**src/rtl/fma_if.sv**
```systemverilog
// Handshake bundle between the issue logic, the fma_pipe unit and the FP
// writeback: operand/tag request channel, result channel, flush and busy.
interface fma_if #(
  parameter int W     = 32,
  parameter int TAG_W = 4
);
  logic             in_valid;
  logic             in_ready;
  logic [1:0]       in_op;
  logic [W-1:0]     in_a;
  logic [W-1:0]     in_b;
  logic [W-1:0]     in_c;
  logic [TAG_W-1:0] in_tag;
  logic             out_valid;
  logic             out_ready;
  logic [W-1:0]     out_res;
  logic [TAG_W-1:0] out_tag;
  logic             flush;
  logic             busy;

  // Issue side: offers operations, consumes results, controls flush.
  modport master (
    output in_valid, in_op, in_a, in_b, in_c, in_tag, out_ready, flush,
    input  in_ready, out_valid, out_res, out_tag, busy
  );

  // Unit side.
  modport slave (
    input  in_valid, in_op, in_a, in_b, in_c, in_tag, out_ready, flush,
    output in_ready, out_valid, out_res, out_tag, busy
  );
endinterface

```
**src/rtl/fma_pipe.sv**
```systemverilog
// Two-stage single-precision multiply-add (fmadd/fmsub/fnmsub/fnmadd).
// Stage 1 rounds the product (fmul), stage 2 rounds the sum (fsub), so the
// result is double-rounded rather than fused. Both arithmetic blocks round to
// nearest-even, treat subnormal inputs as zero, flush underflowing results to
// a signed zero and return the canonical quiet NaN 0x7FC00000 for any NaN.
// Flow control collapses bubbles and sustains one operation per cycle.
module fma_pipe #(
  parameter int TAG_W = 4,
  parameter int W     = 32
) (
  input  logic  clk,
  input  logic  rst,
  fma_if.slave  bus
);

  if (W != 32) begin : g_width_check
    $error("fma_pipe: only W=32 (binary32) is supported");
  end

  localparam logic [31:0] QNAN = 32'h7FC0_0000;

  // Leading-zero count of a non-zero 27-bit significand.
  function automatic logic [4:0] clz27(input logic [26:0] v);
    logic [4:0] n;
    n = 5'd27;
    for (int i = 0; i < 27; i++) begin
      if (v[i]) n = 5'(26 - i);
    end
    return n;
  endfunction

  // binary32 multiply, round to nearest-even.
  function automatic logic [31:0] fmul(input logic [31:0] a, input logic [31:0] b);
    logic               s;
    logic               a_nan, b_nan, a_inf, b_inf, a_zero, b_zero;
    logic [47:0]        prod;
    logic [23:0]        sig;
    logic               g, st;
    logic [24:0]        rnd;
    logic [22:0]        frac;
    logic signed [9:0]  e;
    s      = a[31] ^ b[31];
    a_nan  = (a[30:23] == 8'hFF) && (a[22:0] != 23'h0);
    b_nan  = (b[30:23] == 8'hFF) && (b[22:0] != 23'h0);
    a_inf  = (a[30:23] == 8'hFF) && (a[22:0] == 23'h0);
    b_inf  = (b[30:23] == 8'hFF) && (b[22:0] == 23'h0);
    a_zero = (a[30:23] == 8'h00);
    b_zero = (b[30:23] == 8'h00);
    if (a_nan || b_nan) return QNAN;
    if (a_inf || b_inf) return (a_zero || b_zero) ? QNAN : {s, 8'hFF, 23'h0};
    if (a_zero || b_zero) return {s, 31'h0};
    prod = 48'({1'b1, a[22:0]}) * 48'({1'b1, b[22:0]});
    e    = $signed({2'b00, a[30:23]}) + $signed({2'b00, b[30:23]}) - 10'sd127;
    if (prod[47]) begin
      sig = prod[47:24];
      g   = prod[23];
      st  = |prod[22:0];
      e   = e + 10'sd1;
    end else begin
      sig = prod[46:23];
      g   = prod[22];
      st  = |prod[21:0];
    end
    rnd = {1'b0, sig} + {24'h0, g & (st | sig[0])};
    if (rnd[24]) begin
      frac = rnd[23:1];
      e    = e + 10'sd1;
    end else begin
      frac = rnd[22:0];
    end
    if (e >= 10'sd255) return {s, 8'hFF, 23'h0};
    if (e <= 10'sd0) return {s, 31'h0};
    return {s, e[7:0], frac};
  endfunction

  // binary32 add, round to nearest-even; exact cancellation gives +0.
  function automatic logic [31:0] fadd(input logic [31:0] x, input logic [31:0] y);
    logic               x_nan, y_nan, x_inf, y_inf, x_zero, y_zero;
    logic [31:0]        big, sml;
    logic [7:0]         d8;
    logic [4:0]         sh, lz;
    logic [26:0]        mb, ms, msh, m;
    logic [27:0]        sum;
    logic               s, rup;
    logic [24:0]        rnd;
    logic [22:0]        frac;
    logic signed [9:0]  e;
    x_nan  = (x[30:23] == 8'hFF) && (x[22:0] != 23'h0);
    y_nan  = (y[30:23] == 8'hFF) && (y[22:0] != 23'h0);
    x_inf  = (x[30:23] == 8'hFF) && (x[22:0] == 23'h0);
    y_inf  = (y[30:23] == 8'hFF) && (y[22:0] == 23'h0);
    x_zero = (x[30:23] == 8'h00);
    y_zero = (y[30:23] == 8'h00);
    if (x_nan || y_nan) return QNAN;
    if (x_inf && y_inf) return (x[31] != y[31]) ? QNAN : x;
    if (x_inf) return x;
    if (y_inf) return y;
    if (x_zero && y_zero) return {x[31] & y[31], 31'h0};
    if (x_zero) return y;
    if (y_zero) return x;
    if (x[30:0] >= y[30:0]) begin
      big = x;
      sml = y;
    end else begin
      big = y;
      sml = x;
    end
    s   = big[31];
    d8  = big[30:23] - sml[30:23];
    sh  = (d8 > 8'd27) ? 5'd27 : d8[4:0];
    mb  = {1'b1, big[22:0], 3'b000};
    ms  = {1'b1, sml[22:0], 3'b000};
    msh = ms >> sh;
    msh[0] = msh[0] | (|(ms & ((27'd1 << sh) - 27'd1)));
    e   = $signed({2'b00, big[30:23]});
    if (big[31] == sml[31]) begin
      sum = {1'b0, mb} + {1'b0, msh};
      if (sum[27]) begin
        m = {sum[27:2], sum[1] | sum[0]};
        e = e + 10'sd1;
      end else begin
        m = sum[26:0];
      end
    end else begin
      sum = {1'b0, mb} - {1'b0, msh};
      if (sum == 28'h0) return 32'h0;
      lz = clz27(sum[26:0]);
      m  = sum[26:0] << lz;
      e  = e - $signed({5'b00000, lz});
    end
    rup = m[2] & (m[1] | m[0] | m[3]);
    rnd = {1'b0, m[26:3]} + {24'h0, rup};
    if (rnd[24]) begin
      frac = rnd[23:1];
      e    = e + 10'sd1;
    end else begin
      frac = rnd[22:0];
    end
    if (e >= 10'sd255) return {s, 8'hFF, 23'h0};
    if (e <= 10'sd0) return {s, 31'h0};
    return {s, e[7:0], frac};
  endfunction

  function automatic logic [31:0] fsub(input logic [31:0] x, input logic [31:0] y);
    return fadd(x, {~y[31], y[30:0]});
  endfunction

  logic             vld_p1, vld_p2;
  logic [W-1:0]     prod_p1, c_p1, res_p2;
  logic [1:0]       op_p1;
  logic [TAG_W-1:0] tag_p1, tag_p2;
  logic             adv_p1, adv_p2, acc_p0, mov_p1;
  logic [W-1:0]     padd_p1, addend_p1;

  // Advance conditions: a stage may take new data when empty or draining.
  always_comb begin
    adv_p2 = !vld_p2 || bus.out_ready;
    adv_p1 = !vld_p1 || adv_p2;
    acc_p0 = bus.in_valid && bus.in_ready;
    mov_p1 = vld_p1 && adv_p2;
  end

  assign bus.in_ready  = adv_p1 && !rst && !bus.flush;
  assign bus.out_valid = vld_p2;
  assign bus.out_res   = res_p2;
  assign bus.out_tag   = tag_p2;
  assign bus.busy      = vld_p1 || vld_p2;

  // Stage valids: flush kills both stages; S2 refill wins over its drain.
  always_ff @(posedge clk or posedge rst) begin
    if (rst) begin
      vld_p1 <= 1'b0;
      vld_p2 <= 1'b0;
    end else if (bus.flush) begin
      vld_p1 <= 1'b0;
      vld_p2 <= 1'b0;
    end else begin
      if (acc_p0)      vld_p1 <= 1'b1;
      else if (mov_p1) vld_p1 <= 1'b0;
      if (mov_p1)             vld_p2 <= 1'b1;
      else if (bus.out_ready) vld_p2 <= 1'b0;
    end
  end

  // ---- stage 0 -> 1: rounded product, addend, op and tag ----
  // Capture the multiply result alongside the operands stage 2 still needs.
  always_ff @(posedge clk or posedge rst) begin
    if (rst) begin
      prod_p1 <= '0;
      c_p1    <= '0;
      op_p1   <= '0;
      tag_p1  <= '0;
    end else if (acc_p0) begin
      prod_p1 <= fmul(bus.in_a, bus.in_b);
      c_p1    <= bus.in_c;
      op_p1   <= bus.in_op;
      tag_p1  <= bus.in_tag;
    end
  end

  // ---- stage 1 -> 2: op-dependent sign flips, then rounded subtract ----
  // op[1] negates the product; op[0] clear turns the subtract into an add.
  always_comb begin
    padd_p1   = {prod_p1[31] ^ op_p1[1], prod_p1[30:0]};
    addend_p1 = {c_p1[31] ^ ~op_p1[0], c_p1[30:0]};
  end

  // Result register only loads when S1 moves, so it holds under backpressure.
  always_ff @(posedge clk or posedge rst) begin
    if (rst) begin
      res_p2 <= '0;
      tag_p2 <= '0;
    end else if (mov_p1) begin
      res_p2 <= fsub(padd_p1, addend_p1);
      tag_p2 <= tag_p1;
    end
  end

endmodule
```
**src/flat_wrapper.sv**
```systemverilog
// flat-port wrapper written by rule: the top's interface ports become plain ports
module fma_pipe_flat 
#(
  parameter int TAG_W = 4,
  parameter int W     = 32
)
  (clk, rst, bus_in_valid, bus_in_op, bus_in_a, bus_in_b, bus_in_c, bus_in_tag, bus_out_ready, bus_flush, bus_in_ready, bus_out_valid, bus_out_res, bus_out_tag, bus_busy);
  fma_if #(.W(W), .TAG_W(TAG_W)) bus_i ();
  input  logic clk;
  input  logic rst;
  input wire logic [$bits(bus_i.in_valid)-1:0] bus_in_valid;
  input wire logic [$bits(bus_i.in_op)-1:0] bus_in_op;
  input wire logic [$bits(bus_i.in_a)-1:0] bus_in_a;
  input wire logic [$bits(bus_i.in_b)-1:0] bus_in_b;
  input wire logic [$bits(bus_i.in_c)-1:0] bus_in_c;
  input wire logic [$bits(bus_i.in_tag)-1:0] bus_in_tag;
  input wire logic [$bits(bus_i.out_ready)-1:0] bus_out_ready;
  input wire logic [$bits(bus_i.flush)-1:0] bus_flush;
  output wire logic [$bits(bus_i.in_ready)-1:0] bus_in_ready;
  output wire logic [$bits(bus_i.out_valid)-1:0] bus_out_valid;
  output wire logic [$bits(bus_i.out_res)-1:0] bus_out_res;
  output wire logic [$bits(bus_i.out_tag)-1:0] bus_out_tag;
  output wire logic [$bits(bus_i.busy)-1:0] bus_busy;
  assign bus_i.in_valid = bus_in_valid;
  assign bus_i.in_op = bus_in_op;
  assign bus_i.in_a = bus_in_a;
  assign bus_i.in_b = bus_in_b;
  assign bus_i.in_c = bus_in_c;
  assign bus_i.in_tag = bus_in_tag;
  assign bus_i.out_ready = bus_out_ready;
  assign bus_i.flush = bus_flush;
  assign bus_in_ready = bus_i.in_ready;
  assign bus_out_valid = bus_i.out_valid;
  assign bus_out_res = bus_i.out_res;
  assign bus_out_tag = bus_i.out_tag;
  assign bus_busy = bus_i.busy;
  fma_pipe #(.TAG_W(TAG_W), .W(W)) u_core (.clk(clk), .rst(rst), .bus(bus_i));
endmodule
```
**config.mk**
```make
export PLATFORM = sky130hd
export DESIGN_NAME = fma_pipe_flat
export DESIGN_NICKNAME = d
export VERILOG_FILES = /design/src/rtl/fma_if.sv /design/src/rtl/fma_pipe.sv /design/src/flat_wrapper.sv
export SDC_FILE = /design/constraint.sdc
export NUM_CORES = 2
export LEC_CHECK = 0
export ABC_AREA = 1
export BUFFER_PORTS_ARGS = -buffer_cell sky130_fd_sc_hd__buf_2
export CAP_MARGIN = 20
export CORE_AREA = 3 3 306 308
export DETAILED_ROUTE_END_ITERATION = 10
export DIE_AREA = 0 0 309 311
export SLEW_MARGIN = 20
export SYNTH_ARGS = -nofsm -noshare
export SYNTH_HDL_FRONTEND = slang
export SYNTH_SLANG_ARGS = --single-unit
```
**constraint.sdc**
```tcl
create_clock -name clk -period 12.45 [get_ports clk]
set_input_delay 2.49 -clock clk [delete_from_list [all_inputs] [get_ports clk]]
set_output_delay 2.49 -clock clk [all_outputs]
set_load 0.02 [all_outputs]
```
==> flow_summary_export.csv <==
group,metric,value,unit
route,routed_wl,122000,um
global_routing,antenna_found_initial,0,
worst_setup_path,critical_path_required,12680,ps
route,drc,0,
route,first_pass_iters,6,
sta,hold_violations,0,
cells_and_area,antenna-diode-count,0,
synth,ys_seq_area_share,7.42,%
hold_path,hp-class,"flop to flop",
hold_path,min_to,"u_core.bus.out_tag[1]$_DFFE_PP0P_",
worst_setup_path,path_class,"primary input to flop",
worst_setup_path,arrival,12420,ps
synth,ys_async_sr_fraction,100,%
global_routing,grt_overflow,0,
worst_setup_path,critPathMostFrequentCell,"inv_2",
sta,hold_slack,468,ps
placed_design,io_buffers,145,
worst_setup_path,cp-end-kind,"flop",
cells_and_area,final_common_cell,"nand2_1",
cells_and_area,nets,6593,
worst_setup_path,r2r_cells,76,
worst_setup_path,r2r-start,"u_core.c_p1[25]$_DFFE_PP0P_",
synth,synth_nets,6284,
clock_network,cts.sinks,108,
worst_setup_path,r2r_end,"u_core.bus.out_res[1]$_DFFE_PP0P_",
sta,skew,7.13,ps
sta,fmax,82.0,MHz
sta,setup_violations,0,
sta,worst-slew-pin-transition,1090,ps
sta,finalWorstSetupSlack,260,ps
synth,synth-main-ff-cell,"dfrtp_1",
route,via_per_inst,5.16,
worst_setup_path,r2r_slack,970,ps
hold_path,hold_path_depth,2,
cells_and_area,drive_above_1_share,13.9,%
floorplan,fp.dieH,311,um
floorplan,initial_core_util,39.9,%
synth,synth_edf_count,0,
floorplan,io_pins,146,
floorplan,die_w,309,um
clock_network,hold_buffers,0,
clock_network,insertion_delay,360,ps
sta,drv_slew,0,
sta,period_share,97.9,%
clock_network,cts_tree,"yes",
route,wire_per_inst,17.7,um
cells_and_area,layout_common_cells,"1435 x nand2_1, 1120 x inv_1, 481 x fa_1",
clock_network,root_buffer,"clkbuf_16",
hold_path,hp-start,"u_core.tag_p1[1]$_DFFE_PP0P_",
clock_network,numCtsBuffers,9,
placed_design,hpwl,103000,um
flow_run,cap_viol_max_count,0,
synth,yosys_warnings,0,
clock_network,clk_path_buf_depth,2,
synth,netlist_area,0.0364,mm2
global_routing,grt_pass1_wl,194000,um
worst_setup_path,critPathSlowestCell,"fa_1",
floorplan,die_area,0.0961,mm2
floorplan,num_rows,111,
sta,period_needed,12190,ps
sta,rsz0062_at_grt,"yes",
route,ant_nets,0,
clock_network,path_clk_slew,80,ps
synth,avgSynthCellArea,6.73,um2
global_routing,grt_use_total,25.2,%
sta,relSlewSlack,27.6,%
route,drt_iter0_markers,3009,
outcome,outcome,"finished, final reports clean",
cells_and_area,final_core_util,46.0,%
cells_and_area,area_growth,15.3,%
synth,ys_seq_elements,108,
worst_setup_path,cp_max_fo,6,
floorplan,core_region_area,0.0914,mm2
synth,synth_cells,5417,
worst_setup_path,max_stage_delay,550,ps
placed_design,pre_cts_slack,-556,ps
route,routed-via-count,35700,
placed_design,routabilityCongestion,0.954,
global_routing,grt_max_degree,64,
global_routing,grt_pass1_vias,35200,
worst_setup_path,startpoint_type,"primary input",
synth,synth.distinct_cells,75,
clock_network,ctsHtreeMaxLevel,3,
[cell type report]
type | count | area [um2]
Clock buffer | 9 | 225
Multi-Input combinational cell | 3913 | 29100
Fill cell | 9445 | 49400
Clock inverter | 7 | 88.8
Sequential cell | 108 | 2700
Timing Repair Buffer | 517 | 4000
Tap cell | 1186 | 1480
Inverter | 1177 | 4430
[cell usage after synthesis, drive strengths merged (2+ instances only)]
library cell | instances | area (um2)
nor4 | 35 | 219
inv | 1168 | 4380
o22ai | 27 | 169
or4 | 2 | 15.0
o211ai | 22 | 170
and2 | 5 | 32.5
a21boi | 2 | 18.8
xor2 | 118 | 1080
a21o | 4 | 30.0
o21a | 8 | 60.1
o32ai | 9 | 78.8
o221ai | 5 | 43.8
nor2 | 300 | 1310
nand2 | 1489 | 5690
clkbuf | 164 | 616
o31ai | 9 | 72.6
ha | 275 | 3440
a41oi | 2 | 17.5
o211a | 2 | 20.0
nor3 | 40 | 216
dfrtp | 108 | 2700
a31oi | 10 | 68.8
o41ai | 2 | 17.5
nor3b | 3 | 22.5
nand3b | 11 | 82.6
or2 | 10 | 62.6
clkinv | 9 | 33.8
o21ai | 242 | 1230
o21bai | 12 | 90.1
nand4 | 106 | 676
nand3 | 383 | 2000
fa | 485 | 9710
a2111oi | 4 | 35.0
o2111ai | 4 | 35.0
mux2i | 3 | 30.0
xnor2 | 27 | 236
a211oi | 5 | 37.5
a21oi | 232 | 1190
a22oi | 11 | 82.6
buf | 56 | 342
[stage by stage]
step / TNS, ps / instances / area, um2
floorplan: -6540 / 5417 / 37000
global placement: -10130 / 6861 / 40700
detailed placement: -14400 / 6861 / 40700
CTS: 0 / 6885 / 41100
global route: -11670 / 6917 / 42000
finish: 0 / 6917 / 42000
[state kept, by name, indices dropped and copies added (netlist names)]
register              flops
u_core.prod_p1           32
u_core.tag_p1             4
u_core.bus.out_res       32
u_core.c_p1              32
u_core.op_p1              2
u_core.bus.out_tag        4
u_core.vld_p1             1
u_core.bus.out_valid      1
[cell families (layout without fill, tap and decap cells)]
logic type / count (synthesis) / count (layout) / synth area share (%)
AOI/OAI and AO/OA: 618 / 618 / 9.66
adders and majority gates: 760 / 760 / 36.1
muxes: 3 / 3 / 0.0824
and+or+nand+nor: 2386 / 2387 / 28.4
DFF: 108 / 108 / 7.42
xor gates and xnor gates: 145 / 145 / 3.61
buffers and inverters: 1397 / 1710 / 14.8
[critical path, delay by kind of cell]
kind,cells,cell delay [ps]
AOI/OAI and AO/OA,15,1730
xor gates and xnor gates,1,110
adders and majority gates,9,3650
buffers and inverters,17,1370
and+or+nand+nor,27,3030
[metal layers]
layer | GRT usage, % | routed length, um | up-vias
met2 | 41.9 | 57700 | 1129
li1 | - | - | 17300
met3 | 2.23 | 6270 | 220
met4 | 9.02 | 4950 | 0
met5 | 0 | 0 | -
met1 | 34.2 | 53500 | 17100
[worst max-delay path by stage]
stage                            from                        endpoint  depth (start not counted)
after global placement    bus_in_b[7]   u_core.prod_p1[7]$_DFFE_PP0P_                         64
after CTS                 bus_in_a[9]   u_core.prod_p1[2]$_DFFE_PP0P_                         69
after detailed placement  bus_in_a[7]  u_core.prod_p1[27]$_DFFE_PP0P_                         60
after global routing      bus_in_a[6]  u_core.prod_p1[10]$_DFFE_PP0P_                         64
after floorplan           bus_in_b[0]   u_core.prod_p1[0]$_DFFE_PP0P_                         68
final                     bus_in_a[9]  u_core.prod_p1[14]$_DFFE_PP0P_                         69
[timing repair]
| action | 4_1_cts | 5_1_grt |
|---|---|---|
| endpoints found under the hold margin | 0 | 0 |
| pin swaps | 13 | 70 |
| setup endpoints to repair | 29 | 62 |
| setup buffers | 7 | 30 |
| gates resized for setup | 26 | 162 |
| gates cloned | 1 | 2 |
Power is left out: the tool's default activity adds up to more than one toggle a clock period on the data nets, which glitch-free logic cannot reach.
